--- config.mk ---
export PLATFORM = sky130hd
export DESIGN_NAME = tlp_mwr_to_axi
export DESIGN_NICKNAME = d
export VERILOG_FILES = /design/src/rtl/tlp_mwr_to_axi.sv
export SDC_FILE = /design/constraint.sdc
export NUM_CORES = 1
export LEC_CHECK = 0
export CAP_MARGIN = 25
export CELL_PAD_IN_SITES_DETAIL_PLACEMENT = 1
export CELL_PAD_IN_SITES_GLOBAL_PLACEMENT = 2
export CORE_AREA = 3 3 301 303
export CTS_BUF_LIST = sky130_fd_sc_hd__clkbuf_4 sky130_fd_sc_hd__clkbuf_8 sky130_fd_sc_hd__clkbuf_16
export CTS_CLUSTER_SIZE = 25
export DETAILED_ROUTE_END_ITERATION = 16
export DIE_AREA = 0 0 304 306
export PLACE_DENSITY = 0.6
export REMOVE_ABC_BUFFERS = 1
export SLEW_MARGIN = 20
export SYNTH_ARGS = -nofsm -noshare
export SYNTH_HDL_FRONTEND = slang
export SYNTH_SLANG_ARGS = --single-unit
export TNS_END_PERCENT = 5
--- constraint.sdc ---
create_clock -name clk -period 7.9 [get_ports clk]
set_input_delay 1.185 -clock clk [delete_from_list [all_inputs] [get_ports clk]]
set_output_delay 1.185 -clock clk [all_outputs]
set_load 0.05 [all_outputs]
--- src/rtl/tlp_mwr_to_axi.sv ---
// tlp_mwr_to_axi
//   Converts one PCIe Memory Write TLP (4DW header, 8DW payload beats) into a
//   single AXI4 INCR write burst on a 256-bit master port. Only one write is
//   in flight at a time. Non-MWr or malformed traffic is consumed and dropped.
// Ports:
//   clk, rst_n            clock, synchronous active-low reset
//   in_*                  TLP beat stream (data/hdr/sop/eop/valid/ready)
//   m_axi_aw*/w*/b*       AXI4 write master (AW, W, B channels)
//   enable                0 holds off acceptance of new TLPs
//   wr_done, wr_err       pulse on B handshake; error when bresp!=0 or length
//                         mismatch between TLP eop and the computed burst
//   tlp_drop              pulse when the last beat of a dropped TLP is consumed
module tlp_mwr_to_axi #(
   parameter int DOUBLE_WORD  = 32,
   parameter int HEADER_SIZE  = 4*DOUBLE_WORD,
   parameter int PAYLOAD_SIZE = 8*DOUBLE_WORD,
   parameter int ID_WIDTH     = 4,
   parameter logic [ID_WIDTH-1:0] AXI_ID = '0
)(
   input  logic                      clk,
   input  logic                      rst_n,
   input  logic [PAYLOAD_SIZE-1:0]   in_data,
   input  logic [HEADER_SIZE-1:0]    in_hdr,
   input  logic                      in_sop,
   input  logic                      in_eop,
   input  logic                      in_valid,
   output logic                      in_ready,
   output logic [ID_WIDTH-1:0]       m_axi_awid,
   output logic [63:0]               m_axi_awaddr,
   output logic [7:0]                m_axi_awlen,
   output logic [2:0]                m_axi_awsize,
   output logic [1:0]                m_axi_awburst,
   output logic                      m_axi_awvalid,
   input  logic                      m_axi_awready,
   output logic [PAYLOAD_SIZE-1:0]   m_axi_wdata,
   output logic [PAYLOAD_SIZE/8-1:0] m_axi_wstrb,
   output logic                      m_axi_wlast,
   output logic                      m_axi_wvalid,
   input  logic                      m_axi_wready,
   input  logic [ID_WIDTH-1:0]       m_axi_bid,
   input  logic [1:0]                m_axi_bresp,
   input  logic                      m_axi_bvalid,
   output logic                      m_axi_bready,
   input  logic                      enable,
   output logic                      wr_done,
   output logic                      wr_err,
   output logic                      tlp_drop
);

   localparam int LANES = PAYLOAD_SIZE/DOUBLE_WORD;
   localparam int BE_W  = DOUBLE_WORD/8;

   // PAD: early eop, remaining beats are zero-filled with zero strobes.
   // TRAIL: burst complete but TLP still has beats; discard through eop.
   typedef enum logic [2:0] {
      S_IDLE, S_ADDR, S_DATA, S_PAD, S_TRAIL, S_RESP, S_DROP
   } state_t;

   state_t state, state_n;

   logic [7:0]      cnt;
   logic [2:0]      off, last_lane;
   logic [BE_W-1:0] first_be, last_be;
   logic            len1, err;

   // header decode, all on 11 bits so len=1024 and off+len+7 fit
   logic        is_mwr;
   logic [10:0] len11, span, sum11, awlen11, last11;

   assign is_mwr  = (in_hdr[127:120] == 8'h60);
   assign len11   = (in_hdr[105:96] == 10'd0) ? 11'd1024 : {1'b0, in_hdr[105:96]};
   assign span    = {8'd0, in_hdr[4:2]} + len11;
   assign sum11   = span + 11'd7;
   assign awlen11 = {3'd0, sum11[10:3]} - 11'd1;
   assign last11  = span - 11'd1;

   logic unused_ok;
   assign unused_ok = ^{m_axi_bid, in_hdr[119:106], in_hdr[95:72], in_hdr[1:0],
                        sum11[2:0], awlen11[10:8], last11[10:3]};

   logic first_beat, last_beat;
   assign first_beat = (cnt == 8'd0);
   assign last_beat  = (cnt == m_axi_awlen);

   assign m_axi_awid    = AXI_ID;
   assign m_axi_awsize  = 3'b101;
   assign m_axi_awburst = 2'b01;

   // per-lane strobes for the current beat
   logic [LANES-1:0][BE_W-1:0] strb_c;
   always_comb begin
      strb_c = '0;
      for (int i = 0; i < LANES; i++) begin
         if (first_beat && 3'(i) < off)                 strb_c[i] = '0;
         else if (last_beat && 3'(i) > last_lane)       strb_c[i] = '0;
         else if (first_beat && 3'(i) == off)           strb_c[i] = first_be;
         else if (last_beat && 3'(i) == last_lane)      strb_c[i] = len1 ? first_be : last_be;
         else                                           strb_c[i] = '1;
      end
   end

   always_ff @(posedge clk) begin
      if (!rst_n) state <= S_IDLE;
      else        state <= state_n;
   end

   always_comb begin
      state_n       = state;
      in_ready      = 1'b0;
      m_axi_awvalid = 1'b0;
      m_axi_wvalid  = 1'b0;
      m_axi_wdata   = '0;
      m_axi_wstrb   = '0;
      m_axi_wlast   = 1'b0;
      m_axi_bready  = 1'b0;
      wr_done       = 1'b0;
      wr_err        = 1'b0;
      tlp_drop      = 1'b0;
      case (state)
         S_IDLE: begin
            // sop beat is left pending upstream; DATA consumes it
            if (in_valid) begin
               if (in_sop && is_mwr) begin
                  if (enable) state_n = S_ADDR;
               end else begin
                  state_n = S_DROP;
               end
            end
         end
         S_ADDR: begin
            m_axi_awvalid = 1'b1;
            if (m_axi_awready) state_n = S_DATA;
         end
         S_DATA: begin
            in_ready     = m_axi_wready;
            m_axi_wvalid = in_valid;
            m_axi_wdata  = in_data;
            m_axi_wstrb  = strb_c;
            m_axi_wlast  = last_beat;
            if (in_valid && m_axi_wready) begin
               if (last_beat)   state_n = in_eop ? S_RESP : S_TRAIL;
               else if (in_eop) state_n = S_PAD;
            end
         end
         S_PAD: begin
            m_axi_wvalid = 1'b1;
            m_axi_wlast  = last_beat;
            if (m_axi_wready && last_beat) state_n = S_RESP;
         end
         S_TRAIL: begin
            in_ready = 1'b1;
            if (in_valid && in_eop) state_n = S_RESP;
         end
         S_RESP: begin
            m_axi_bready = 1'b1;
            if (m_axi_bvalid) begin
               wr_done = 1'b1;
               wr_err  = (m_axi_bresp != 2'b00) | err;
               state_n = S_IDLE;
            end
         end
         S_DROP: begin
            in_ready = 1'b1;
            if (in_valid && in_eop) begin
               tlp_drop = 1'b1;
               state_n  = S_IDLE;
            end
         end
         default: state_n = S_IDLE;
      endcase
   end

   always_ff @(posedge clk) begin
      if (!rst_n) begin
         m_axi_awaddr <= '0;
         m_axi_awlen  <= '0;
         cnt          <= '0;
         off          <= '0;
         last_lane    <= '0;
         first_be     <= '0;
         last_be      <= '0;
         len1         <= 1'b0;
         err          <= 1'b0;
      end else begin
         if (state == S_IDLE && state_n == S_ADDR) begin
            m_axi_awaddr <= {in_hdr[63:32], in_hdr[31:5], 5'd0};
            m_axi_awlen  <= awlen11[7:0];
            off          <= in_hdr[4:2];
            last_lane    <= last11[2:0];
            first_be     <= in_hdr[67:64];
            last_be      <= in_hdr[71:68];
            len1         <= (len11 == 11'd1);
         end
         if (state == S_ADDR && m_axi_awready) cnt <= '0;
         if ((state == S_DATA && in_valid && m_axi_wready) || (state == S_PAD && m_axi_wready))
            cnt <= cnt + 8'd1;
         // eop landing anywhere but the final W beat is a length mismatch
         if (state == S_DATA && in_valid && m_axi_wready && (last_beat != in_eop))
            err <= 1'b1;
         if (state == S_RESP && m_axi_bvalid) err <= 1'b0;
      end
   end

endmodule

==> impl_metrics.yaml, run 1 <==
run_status:
  status: "finished clean"
yosys:
  yosysMostFrequentCell: "and2_1"
  synth_area_per_cell_um2: 6.94
  dominantRegCellSynth: "dfxtp_1"
  synthMuxAreaShare_pct: 1.39
  async_flop_share_pct: 0
  seq_area_frac_synth_pct: 26.5
  netlist_area_um2: 7100
  yosys.area_share.simple_pct: 42.1
  synth-seq-cells: 94
  synth_top_family_by_area: "simple AND/OR/NAND/NOR gates"
  yosysWarnings: 0
  post-synth-top-area-fraction_pct: 26.5
  postSynthCellCount: 1024
  synth_commonest_cells: "and2_1, nand2_1, a21oi_1"
  yosys.area_share.adder_pct: 1.51
  synth_top_area_cell: "dfxtp_1"
  ys_types: 73
  synth_edf_count: 0
  synth-compound-area-share_pct: 18.6
  synth_xor_area_share_pct: 3.26
  synthTopCellsByArea: "dfxtp_1, and2_1, nand2_1"
power:
  p_per_area_nw_per_um2: 143
  leakage_uw: 0.00538
  vdd_drop_max_uv: 115
routing:
  antenna_left: 0
  firstDrtPassIters: 4
  num_vias: 10147
  viasPerCell: 3.54
  wl_mm: 73.5
  drt-initial-drc-count: 411
  drc: 0
  wire_per_inst_um: 25.6
setup_path:
  endpoint_kind: "primary output"
  reg2reg_slack_ns: 5.41
  worstReg2RegEnd: "m_axi_awlen[6]"
  crit_type: "flip-flop to primary output"
  path_max_fanout: 8
  cp-start-kind: "flip-flop"
  timing.rr.start: "state[0]"
  critPathMaxStageDelay_ns: 0.96
  cp.arrival_ns: 4.00
  cp.required_ns: 6.71
  worstPathCellList: "inv_1 > ha_1 > nor4b_1 > nand2_1 > nor2_1 > nand3b_1 > a311oi_1 > clkdlybuf4s50_1"
  critPathSlowestCell: "clkdlybuf4s50_1"
  rr_worst_depth: 5
  startpoint: "cnt[0]"
timing:
  timing.final.crit_share_pct: 65.6
  period_needed_ns: 5.18
  worstMarginPinSlew_ns: 1.07
  clock_skew_ns: 0.0127
  grt_setup_unrepaired: "no"
  slew_violations: 0
  setup_violations: 0
  tns_ns: 0
  timing.slew.headroom_pct: 28.7
  hold_viol_final: 0
  fmax_mhz: 193
hold_path:
  whs_path_depth: 2
  min_to: "m_axi_awaddr[47]"
  hp-start: "m_axi_awaddr[47]"
  hold_class: "flip-flop to flip-flop"
cells_and_area:
  fin_cells: 2865
  area_growth_pct: 122
  fillers: 10499
  post-route-util_pct: 17.9
  nets: 2087
  drive_above_1_share_pct: 2.55
floorplanning:
  start_util_pct: 8.05
  die_area_um2: 93000
  coreArea_um2: 88200
  row_count: 109
  io_pins: 776
  dieHeight_um: 306
  die_w_um: 304
clock_tree:
  cts_sinks: 94
  cts_tree: "done"
  ctsResizeCount: 0
  clock_latency_ns: 0.40
  htree_levels: 3
  path_clk_slew_ns: 0.08
  cts_hold_buffers: 0
  cts_buffer_depth: 2
  numCtsBuffers: 9
  cts_root_buf: "clkbuf_16"
  post_cts_buffers: 0
grt:
  antenna_found_initial: 27
  grt_pass1_wl_mm: 96.3
  grt_pass1_vias: 10664
  grt_usage_pct: 15.1
  grt_overflow: 0
  grt_max_degree: 260
place:
  numPortBuffers: 717
  dpl.cell_count: 2834
  dp.final_hpwl_mm: 63.6
  gp_congestion: 0.900
run:
  max-cap-violations: 0
-- report_power, final --
group          switching, µW  leakage (µW)  internal (µW)  total, µW
logic                    840       0.00448            459       1300
registers               7.94      0.000757            476        484
clock network            255      0.000141            222        477
-- placed cells by master, fill, tap and decap left out, types with 3 or more instances in the layout --
cell,count
clkbuf_16,9
mux2_2,4
nand2b_1,6
nor2_1,58
buf_4,3
a21oi_1,109
a311oi_1,6
conb_1,14
a211o_1,4
and2_1,259
or3_1,4
nand4_1,5
nor2b_1,3
nor3_1,11
a211oi_1,20
inv_1,18
ha_1,7
o21ai_0,33
nand3_1,9
dfxtp_1,94
nor4_1,7
xnor2_1,9
xor2_1,13
mux2i_1,4
clkdlybuf4s50_1,717
o22ai_1,6
a31oi_1,5
diode_2,15
nand3b_1,8
nand2_1,168
o211ai_1,4
and3_1,7
-- critical path, delay by kind of cell, from the launching register on --
kind                       cells  cell delay, ns
AOI/OAI and AO/OA              1            0.42
adders and majority gates      1            0.14
buffers and inverters          2            1.04
DFF                            1            0.37
and+or+nand+nor                4            1.61
-- metrics by stage --
| stage | total power (µW) | hold slack, ns | area, µm² | setup slack, ns |
|---|---|---|---|---|
| after floorplan | 1190 | 0.446 | 6760 | -1.15 |
| after global placement | 1810 | 0.442 | 15500 | 3.01 |
| after detailed placement | 1810 | 0.450 | 15500 | 3.03 |
| after CTS | 2320 | 0.462 | 15700 | 2.54 |
| after global routing | 2370 | 0.484 | 15800 | 2.43 |
| final | 2260 | 0.459 | 15800 | 2.72 |
-- registers in the layout, summed over array words and instances (netlist names) --
register      cells
first_be          4
last_lane         3
cnt               8
err               1
off               3
m_axi_awaddr     59
len1              1
last_be           4
state             3
m_axi_awlen       8
-- kinds of logic (layout without fill, tap and decap cells) --
logic type / Yosys count / in the layout
compound gates: 214 / 214
mux: 9 / 9
simple gates: 565 / 565
xor+xnor: 24 / 24
fa+ha+maj: 8 / 8
other cells: 2 / 29
buf+inv: 108 / 757
flops: 94 / 94
-- cell type report --
| type | count | area [µm²] | area share, % |
|---|---|---|---|
| Timing Repair Buffer | 721 | 7220 | 45.8 |
| Multi-Input combinational cell | 834 | 4820 | 30.5 |
| Sequential cell | 94 | 1880 | 11.9 |
| Tap cell | 1165 | 1460 | 9.24 |
| Clock buffer | 9 | 225 | 1.43 |
| Inverter | 20 | 76.3 | 0.484 |
| Clock inverter | 7 | 65.1 | 0.412 |
| Antenna cell | 15 | 37.5 | 0.238 |
-- worst max-delay path by stage --
stage / to / slack [ns] / depth (start not counted)
6_report: m_axi_wstrb[7] / 2.72 / 8
3_3_place_gp: m_axi_wstrb[4] / 3.01 / 8
5_1_grt: m_axi_wstrb[7] / 2.43 / 8
2_1_floorplan: m_axi_wstrb[4] / -1.15 / 4
4_1_cts: m_axi_wstrb[4] / 2.54 / 8
3_5_place_dp: m_axi_wstrb[4] / 3.03 / 8
-- routing by layer --
layer  vias up  wire length, µm  GRT usage, %
met5         -               23             0
met4         4             4440          10.1
met3        77             5890          5.64
met2       482            35900          25.6
met1      4875            27200          15.7
li1       4709                -             -
No activity file was read; power rests on OpenSTA's default activity.
==> run 2, diff against run 1 <==
Settings changed: CORE_AREA 3 3 301 303 to 3 3 304 306, DIE_AREA 0 0 304 306 to 0 0 307 309.
Clock period 7.9 ns to 5 ns, I/O delays scaled along.
==> impl_metrics.yaml, run 2 (synthesis gave the netlist of run 1 again) <==
timing:
  hold_viol_final: 0
  timing.final.ws_setup_ns: 0.704
  grt_setup_unrepaired: "no"
  setup_violations: 0
  worstMarginPinSlew_ns: 1.02
  clock_skew_ns: 0.00893
  timing.final.crit_share_pct: 85.9
  timing.slew.headroom_pct: 31.9
  slew_violations: 0
  fmax_mhz: 233
  period_needed_ns: 4.30
power:
  p_clk_share_pct: 20.3
  p_per_area_nw_per_um2: 226
  p_switching_uw: 1740
  power_frac_seq_pct: 21.3
  switching_share_pct: 48.4
  combPwrFrac_pct: 58.4
  total_power_uw: 3590
  vdd_drop_max_uv: 145
  leakage_uw: 0.00544
  intPower_uw: 1850
grt:
  antenna_found_initial: 55
  grt_pass1_vias: 10724
  grt_usage_pct: 16.9
  grt_max_degree: 123
  grt_overflow: 0
  grt_pass1_wl_mm: 107
setup_path:
  worstReg2RegEnd: "cnt[4]"
  endpoint_kind: "primary output"
  cp.arrival_ns: 3.55
  rr_worst_depth: 7
  reg2reg_slack_ns: 2.87
  timing.rr.start: "state[2]"
  crit_type: "flip-flop to primary output"
  cp.required_ns: 4.25
  cp-start-kind: "flip-flop"
  path_max_fanout: 7
floorplanning:
  start_util_pct: 7.90
  row_count: 110
  die_area_um2: 94900
  die_w_um: 307
  coreArea_um2: 89900
  dieHeight_um: 309
  io_pins: 776
clock_tree:
  clock_latency_ns: 0.37
  cts_hold_buffers: 0
  ctsResizeCount: 0
  cts_sinks: 94
  cts_tree: "done"
  numCtsBuffers: 9
  htree_levels: 3
  cts_root_buf: "clkbuf_16"
  path_clk_slew_ns: 0.08
  post_cts_buffers: 0
  cts_buffer_depth: 2
cells_and_area:
  largest_reg_flops: 59
  layout_common_cells: "clkdlybuf4s50_1, and2_1, nand2_1"
  final_common_cell: "clkdlybuf4s50_1"
  top_regs: "m_axi_awaddr: 59 flops, cnt: 8 flops, m_axi_awlen: 8 flops"
  nets: 2096
  fillers: 10623
  seq_area_um2: 1880
  area_growth_pct: 123
  drive_above_1_share_pct: 3.25
  regMostFlops: "m_axi_awaddr"
  multi_input_area_um2: 4820
routing:
  wire_per_inst_um: 29.1
  firstDrtPassIters: 4
  drc: 0
  drt-initial-drc-count: 387
  antenna_left: 0
  num_vias: 10177
  wl_mm: 83.9
  viasPerCell: 3.53
run:
  max-cap-violations: 0
place:
  dpl_worst_slack_ns: 0.572
  dp.final_hpwl_mm: 73.6
  numPortBuffers: 717
  gp_congestion: 0.913
run_status:
  status: "finished clean"
hold_path:
  min_to: "m_axi_awaddr[56]"
  whs_path_depth: 2
  hold_class: "flip-flop to flip-flop"
  hp-start: "m_axi_awaddr[56]"
## run 2: layer usage
metal	vias up	global-route usage [%]	wire length [µm]	share of wire (%)
met5	-	0	442	0.53
met4	70	4.63	2120	2.5
met3	130	8.24	8360	10
met2	435	33.0	45600	54
met1	4812	15.3	27400	33
li1	4730	-	-	-
## run 2: power groups by stage
stage          registers, µW  clock network [µW]  logic, µW
4_1_cts                  764                 777       2150
3_3_place_gp             781                   0       2140
5_1_grt                  766                 796       2180
2_1_floorplan            778                   0       1100
3_5_place_dp             782                   0       2130
6_report                 764                 728       2100
## run 2: area by class of cell
class	count	area share [%]
clock inverter	5	0.260
multi-input combinational	834	30.4
inverter	20	0.481
sequential	94	11.9
tap	1176	9.28
antenna	14	0.221
clock buffer	11	1.55
timing repair buffer	730	46.0
## run 2: metrics by stage
step	utilization (%)	setup TNS, ns	hold slack (ns)	instance area [µm²]	cells
final	17.6	0	0.458	15900	2884
after global routing	17.6	0	0.475	15800	2872
after CTS	17.6	0	0.460	15800	2870
after detailed placement	17.3	0	0.449	15500	2854
after global placement	17.3	0	0.442	15500	2854
after floorplan	-	-582.34	0.446	6760	948
## run 2: how the worst max path moves through the flow
stage                          from               to  cells after the start
final                        cnt[0]  m_axi_wstrb[21]                      9
after global placement    in_hdr[2]   m_axi_awlen[4]                     15
after global routing         cnt[0]  m_axi_wstrb[21]                      9
after CTS                    cnt[0]  m_axi_wstrb[21]                      9
after detailed placement  in_hdr[2]   m_axi_awlen[4]                     15
after floorplan            state[2]   m_axi_wstrb[4]                      4
## run 2: critical path, stage by stage, from the launching register on
cell             delay, ns
dfxtp_1               0.37
inv_1                 0.08
ha_1                  0.14
nor4b_1               0.33
buf_4                 0.19
and3_1                0.33
nand3b_1              0.21
nor4bb_1              0.24
a211oi_1              0.38
clkdlybuf4s50_1       0.90
